`config.mk`:
```
export PLATFORM = sky130hd
export DESIGN_NAME = iterm_integrator_p_flat
export DESIGN_NICKNAME = d
export VERILOG_FILES = /design/src/rtl/iterm_integrator_p_pkg.sv /design/src/rtl/iterm_integrator_p_if.sv /design/src/rtl/iterm_integrator_p_sat_add.sv /design/src/rtl/iterm_integrator_p.sv /design/src/flat_wrapper.sv
export SDC_FILE = /design/constraint.sdc
export NUM_CORES = 1
export LEC_CHECK = 0
export CAP_MARGIN = 20
export CORE_ASPECT_RATIO = 1.75
export CORE_MARGIN = 2
export CORE_UTILIZATION = 50
export DETAILED_ROUTE_END_ITERATION = 10
export PLACE_DENSITY_LB_ADDON = 0.2
export SETUP_SLACK_MARGIN = 0.2
export SYNTH_ARGS = -nofsm -noshare
export SYNTH_HDL_FRONTEND = slang
export SYNTH_HIERARCHICAL = 1
export SYNTH_SLANG_ARGS = --single-unit
```
`constraint.sdc`:
```
create_clock -name clk -period 6.6 [get_ports clk]
set_input_delay 1.32 -clock clk [delete_from_list [all_inputs] [get_ports clk]]
set_output_delay 1.32 -clock clk [all_outputs]
set_load 0.01 [all_outputs]
```
`src/rtl/iterm_integrator_p_pkg.sv`:
```
// Shared types and default sizing for the integral-term block and its siblings.
package iterm_pkg;

   typedef enum logic [1:0] {IDLE, RUN, DECAY} iterm_state_t;

   localparam int ERR_W_DEF    = 10;
   localparam int ACC_W_DEF    = 15;
   localparam int OUT_W_DEF    = 9;
   localparam int DECAY_SH_DEF = 3;

endpackage

```
`src/rtl/iterm_integrator_p_if.sv`:
```
// Sample/control inputs and I-term outputs between error stage, integrator and PID summer.
interface iterm_integrator_p_if #(
   parameter int ERR_W = iterm_pkg::ERR_W_DEF,
   parameter int OUT_W = iterm_pkg::OUT_W_DEF
);
   logic                    err_vld;
   logic                    moving;
   logic                    hold;
   logic                    clr;
   logic signed [ERR_W-1:0] err_sat;
   logic signed [OUT_W-1:0] I_term;
   logic                    I_vld;
   logic                    sat;
   logic                    decaying;

   modport master (
      output err_vld, moving, hold, clr, err_sat,
      input  I_term, I_vld, sat, decaying
   );

   modport slave (
      input  err_vld, moving, hold, clr, err_sat,
      output I_term, I_vld, sat, decaying
   );
endinterface

```
`src/rtl/iterm_integrator_p_sat_add.sv`:
```
// Signed saturating adder: clamps to the representable range and flags when it did.
module sat_add #(
   parameter int W = 15
) (
   input  logic signed [W-1:0] a,
   input  logic signed [W-1:0] b,
   output logic signed [W-1:0] sum,
   output logic                clamped
);
   logic signed [W:0] full;

   assign full = {a[W-1], a} + {b[W-1], b};

   // Overflow shows as disagreement between the guard bit and the result sign.
   always_comb begin
      sum     = full[W-1:0];
      clamped = 1'b0;
      if (full[W] != full[W-1]) begin
         clamped = 1'b1;
         sum     = full[W] ? {1'b1, {(W-1){1'b0}}} : {1'b0, {(W-1){1'b1}}};
      end
   end
endmodule

```
`src/rtl/iterm_integrator_p.sv`:
```
// Integral term: saturating accumulate while moving, geometric decay to zero when stopped.
module iterm_integrator_p
   import iterm_pkg::*;
#(
   parameter int ERR_W    = ERR_W_DEF,
   parameter int ACC_W    = ACC_W_DEF,
   parameter int OUT_W    = OUT_W_DEF,
   parameter int DECAY_SH = DECAY_SH_DEF
) (
   input logic                 clk,
   input logic                 rst_n,
   iterm_integrator_p_if.slave io
);

   if (ACC_W <= ERR_W) begin : g_bad_acc_w
      $error("iterm_integrator_p: ACC_W must be greater than ERR_W");
   end
   if (OUT_W > ACC_W) begin : g_bad_out_w
      $error("iterm_integrator_p: OUT_W must not exceed ACC_W");
   end

   iterm_state_t            state, state_n;
   logic signed [ACC_W-1:0] acc, acc_n;
   logic                    sat_q, sat_n;
   logic                    ivld_q, ivld_n;

   logic signed [ACC_W-1:0] err_ext;
   logic signed [ACC_W-1:0] add_sum;
   logic                    add_clamp;
   logic signed [ACC_W-1:0] dec_d;
   logic                    dec_snap;

   assign err_ext = {{(ACC_W-ERR_W){io.err_sat[ERR_W-1]}}, io.err_sat};

   sat_add #(.W(ACC_W)) u_sat_add (
      .a       (acc),
      .b       (err_ext),
      .sum     (add_sum),
      .clamped (add_clamp)
   );

   // Floor shift leaves -1 for small negatives, so snap on 0 or -1 to guarantee termination.
   assign dec_d    = acc >>> DECAY_SH;
   assign dec_snap = (dec_d == '0) || (dec_d == '1);

   always_ff @(posedge clk or negedge rst_n) begin
      if (!rst_n) begin
         state  <= IDLE;
         acc    <= '0;
         sat_q  <= 1'b0;
         ivld_q <= 1'b0;
      end else begin
         state  <= state_n;
         acc    <= acc_n;
         sat_q  <= sat_n;
         ivld_q <= ivld_n;
      end
   end

   always_comb begin
      state_n = state;
      acc_n   = acc;
      sat_n   = sat_q;
      ivld_n  = 1'b0;
      if (io.clr) begin
         state_n = IDLE;
         acc_n   = '0;
         sat_n   = 1'b0;
      end else begin
         unique case (state)
            IDLE: begin
               acc_n = '0;
               if (io.moving) state_n = RUN;
            end
            RUN: begin
               if (!io.moving) begin
                  state_n = DECAY;
                  sat_n   = 1'b0;
               end else if (io.err_vld && !io.hold) begin
                  acc_n  = add_sum;
                  sat_n  = add_clamp;
                  ivld_n = 1'b1;
               end
            end
            DECAY: begin
               // Resuming motion keeps the partially decayed value as the new starting point.
               if (io.moving) begin
                  state_n = RUN;
               end else if (dec_snap) begin
                  acc_n   = '0;
                  state_n = IDLE;
               end else begin
                  acc_n = acc - dec_d;
               end
            end
            default: begin
               state_n = IDLE;
               acc_n   = '0;
               sat_n   = 1'b0;
            end
         endcase
      end
   end

   assign io.I_term   = acc[ACC_W-1 -: OUT_W];
   assign io.I_vld    = ivld_q;
   assign io.sat      = sat_q;
   assign io.decaying = (state == DECAY);

endmodule

```
`src/flat_wrapper.sv`:
```
// flat-port wrapper written by rule: the top's interface ports become plain ports
module iterm_integrator_p_flat import iterm_pkg::*;
#(
   parameter int ERR_W    = ERR_W_DEF,
   parameter int ACC_W    = ACC_W_DEF,
   parameter int OUT_W    = OUT_W_DEF,
   parameter int DECAY_SH = DECAY_SH_DEF
)
  (clk, rst_n, io_err_vld, io_moving, io_hold, io_clr, io_err_sat, io_I_term, io_I_vld, io_sat, io_decaying);
  iterm_integrator_p_if #(.ERR_W(ERR_W), .OUT_W(OUT_W)) io_i ();
  input logic clk;
  input logic rst_n;
  input wire logic [$bits(io_i.err_vld)-1:0] io_err_vld;
  input wire logic [$bits(io_i.moving)-1:0] io_moving;
  input wire logic [$bits(io_i.hold)-1:0] io_hold;
  input wire logic [$bits(io_i.clr)-1:0] io_clr;
  input wire logic [$bits(io_i.err_sat)-1:0] io_err_sat;
  output wire logic [$bits(io_i.I_term)-1:0] io_I_term;
  output wire logic [$bits(io_i.I_vld)-1:0] io_I_vld;
  output wire logic [$bits(io_i.sat)-1:0] io_sat;
  output wire logic [$bits(io_i.decaying)-1:0] io_decaying;
  assign io_i.err_vld = io_err_vld;
  assign io_i.moving = io_moving;
  assign io_i.hold = io_hold;
  assign io_i.clr = io_clr;
  assign io_i.err_sat = io_err_sat;
  assign io_I_term = io_i.I_term;
  assign io_I_vld = io_i.I_vld;
  assign io_sat = io_i.sat;
  assign io_decaying = io_i.decaying;
  iterm_integrator_p #(.ERR_W(ERR_W), .ACC_W(ACC_W), .OUT_W(OUT_W), .DECAY_SH(DECAY_SH)) u_core (.clk(clk), .rst_n(rst_n), .io(io_i));
endmodule
```
==> key figures <==
Floorplan
  • Core Box Area: 5630 µm²
  • Boundary Pins: 28
  • Starting density of the core: 51.98%
  • Row cnt: 36
  • Die W: 61.83 µm
  • Die area: 6505 µm²
  • Die Height: 105.2 µm

Cells and area
  • Reg area: 475.5 µm²
  • Final nets: 444
  • Layout area overhead: 8.337%
  • Commonest non-fill, non-tap cells in the layout: nand2_1 (40), o21ai_0 (37), ha_1 (36)
  • Area of the multi-input gates: 2197 µm²
  • Fill cells: 546
  • Inserted Diodes: 0
  • Commonest non-fill, non-tap cell in the layout: nand2_1
  • Fraction of layout cells with a size suffix above 1: 4.370%

Drt
  • Post-DR vias/cell: 6.234
  • Drt first pass iters: 7
  • Total wire length: 7320 µm
  • 1st-iter DRT viols: 155
  • Wire length per cell: 15.74 µm
  • Remaining antenna violation count after routing: 0
  • DRC viols: 0
  • Total number of vias: 2,899

Timing
  • Worst-margin pin slew: 1.046 ns
  • Tcrit/Tclk final: 66.85%
  • Worst setup margin: 2.188 ns
  • Layout Skew: 0.002791 ns
  • Max-Slew Margin vs Limit: 29.99%
  • Post-route setup TNS: 0 ns
  • Count of pins over their slew limit: 0
  • RSZ-0062 raised after global routing: false
  • Max Clk Rate: 0.2267 GHz
  • Final Critical Period: 4.412 ns
  • Fin. Hold Viols: 0
  • Setup Viol. Count Final: 0

Logic synthesis
  • EDFF count, synth: 0
  • Area share of the largest cell type after synthesis: 16.25%
  • Biggest area consumer among synthesized cells: dfrtp_1
  • Predominant post-synthesis flop cell: dfrtp_1
  • Syn Nets: 437
  • Synth unique cells: 53
  • Top cells by area, synth: dfrtp_1 (16%), ha_1 (15%), o21ai_0 (6.3%)
  • Register area share after synthesis: 16.25%
  • Yosys warns: 6
  • Post-synthesis cell area: 2927 µm²
  • Syn Inst Count: 383
  • Synth async-reset ratio: 100.0%
  • Flops & latches, synth: 19
  • Syn_area_per_cell: 7.641 µm²

Clock tree
  • TritonCTS Sinks: 19
  • Clk buf depth: 2
  • H-tree levels: 1
  • Post-cts resize count: 0
  • CTS Buf Count: 3
  • CTS tree: done
  • Reg clk slew, reported paths: 0.07 ns
  • CTS root buf: clkbuf_8
  • Setup bufs post-CTS: 0
  • Hold_buf cts: 0
  • Skew-Pair Late Insertion Delay: 0.26 ns

Run
  • Max-cap violation count: 0

Placed design
  • IO buf count: 27
  • Dpl ws: 1.961 ns
  • Detailed Place HPWL: 5789 µm
  • Final Wtd Congestion: 0.9298

Setup path
  • Max FO, Critical Path: 28
  • R2R depth: 11
  • Crit-path leading delay family: compound AO/OA/AOI/OAI gates
  • Critical Path Max Stage Delay: 0.56 ns
  • Reg2reg start: u_core/acc[0]
  • Crit path buf inv count: 1
  • Worst path required time: 6.75 ns
  • Crit-path slowest cell: a21oi_4
  • CP endpoint kind: flip-flop
  • Setup slack on the worst flop-to-flop path: 3.21 ns
  • CP Data Arrival Time: 4.56 ns
  • Critical Path Start: io_err_sat[0]
  • Reg-to-reg endpoint: u_core/acc[11]
  • Critical Path Start Type: input pin
  • Critical Path, Cell by Cell: clkdlybuf4s50_1 -> ha_1 -> fa_1 -> a21oi_2 -> o211ai_2 -> a221o_2 -> a21oi_4 -> or2_2 -> mux2_4 -> o211ai_1 -> a221oi_1 -> nand2_1
  • Worst Setup Path Type: input pin to flip-flop
  • Stages on worst setup path: 12
  • Critical Path End: u_core/acc[11]

GRT
  • Total Routing Usage GR: 23.96%
  • Initial antenna violation count: 0
  • Vias in the first global route: 2,761
  • Grt ovf: 0
  • First-pass GRT wire length: 12,290 µm
  • Largest net degree at the start of global routing: 29

Power and ir drop
  • Power density over the cells: 199.7 nW/µm²
  • Leak: 1.362 nW
  • Max IR drop VDD: 0.07218 mV

Run status
  • Status: finished clean

Worst hold path
  • HP Class: flip-flop to flip-flop
Yosys cell counts (3+ instances only):
master    number
nand2_1       40
o21ai_0       37
ha_1          36
a21oi_1       24
inv_1         23
dfrtp_1       19
a211oi_1      15
a31oi_1       15
nor2_1        15
nand3_1       13
a22oi_1       12
buf_4         10
xnor2_1        9
nor3_1         8
xor2_1         8
nand4_1        7
clkbuf_1       6
o211ai_1       6
a21o_1         5
buf_2          5
buf_6          4
nand3b_1       4
nor3b_1        4
nor4_1         4
o21a_1         4
o21ai_1        4
o21bai_1       4
and3b_1        3
nor2b_1        3
or3_1          3
worst min-delay path, delay by kind of cell (launching register included):
| kind | cells | cell delay [ns] |
|---|---|---|
| flops | 1 | 0.34 |
| simple gates | 1 | 0.04 |
| compound gates | 1 | 0.05 |
sequential cells by signal, indices dropped and copies added (netlist names):
name and cells:
u_core/io.sat 1, u_core/state 2, u_core/io.I_vld 1, u_core/acc 15
cells by family (layout without fill, tap and decap cells):
family | after synthesis | in the layout | synth area share (%)
buffers and inverters | 48 | 54 | 8.678
and+or+nand+nor | 118 | 118 | 20.91
AOI/OAI and AO/OA | 140 | 140 | 31.13
muxes | 3 | 3 | 1.197
DFF | 19 | 19 | 16.25
xor gates and xnor gates | 17 | 17 | 5.088
adders and majority gates | 38 | 38 | 16.76
metal layers:
metal / part of all wire [%] / global-route usage [%] / vias up
met2: 54 / 43.38 / 58
li1: - / - / 1434
met3: 3.1 / 1.485 / 10
met5: 0 / 0 / -
met1: 41 / 27.70 / 1397
met4: 1.8 / 8.663 / 0
power by group:
group	switching [mW]	internal, mW	leakage, nW
clock	0.0418	0.0421	0.0255
combinational	0.229	0.176	1.07
sequential	0.0173	0.127	0.263
total	0.288	0.345	1.36
area by class of cell:
cell class              instances  area share (%)
multi-input cells             316           69.30
flip-flops and latches         19           15.00
repair buffers                 27           8.524
well taps                      76           2.999
inverters                      23           2.723
clock buffers                   3           1.302
clock inverters                 1          0.1579
metrics by stage:
stage / power, mW / utilization [%] / area [µm²] / hold slack [ns] / std cells
global placement: 0.5395 / 55.49 / 3124 / 0.4658 / 461
CTS: 0.6300 / 56.31 / 3171 / 0.4853 / 465
global route: 0.6879 / 56.31 / 3171 / 0.5392 / 465
detailed placement: 0.5440 / 55.49 / 3124 / 0.4678 / 461
finish: 0.6332 / 56.31 / 3171 / 0.4756 / 465
floorplan: 0.4564 / - / 2927 / 0.4777 / 383
worst min-delay path by stage:
| stage | start | to | slack [ns] | cells after the start |
|---|---|---|---|---|
| 2_1_floorplan | u_core/acc[0] | u_core/acc[0] | 0.48 | 2 |
| 4_1_cts | u_core/io.sat | u_core/io.sat | 0.49 | 2 |
| 3_5_place_dp | u_core/io.sat | u_core/io.sat | 0.47 | 2 |
| 5_1_grt | u_core/io.sat | u_core/io.sat | 0.54 | 2 |
| 6_report | u_core/io.sat | u_core/io.sat | 0.48 | 2 |
| 3_3_place_gp | u_core/io.sat | u_core/io.sat | 0.47 | 2 |
(Power assumes the default switching activity.)
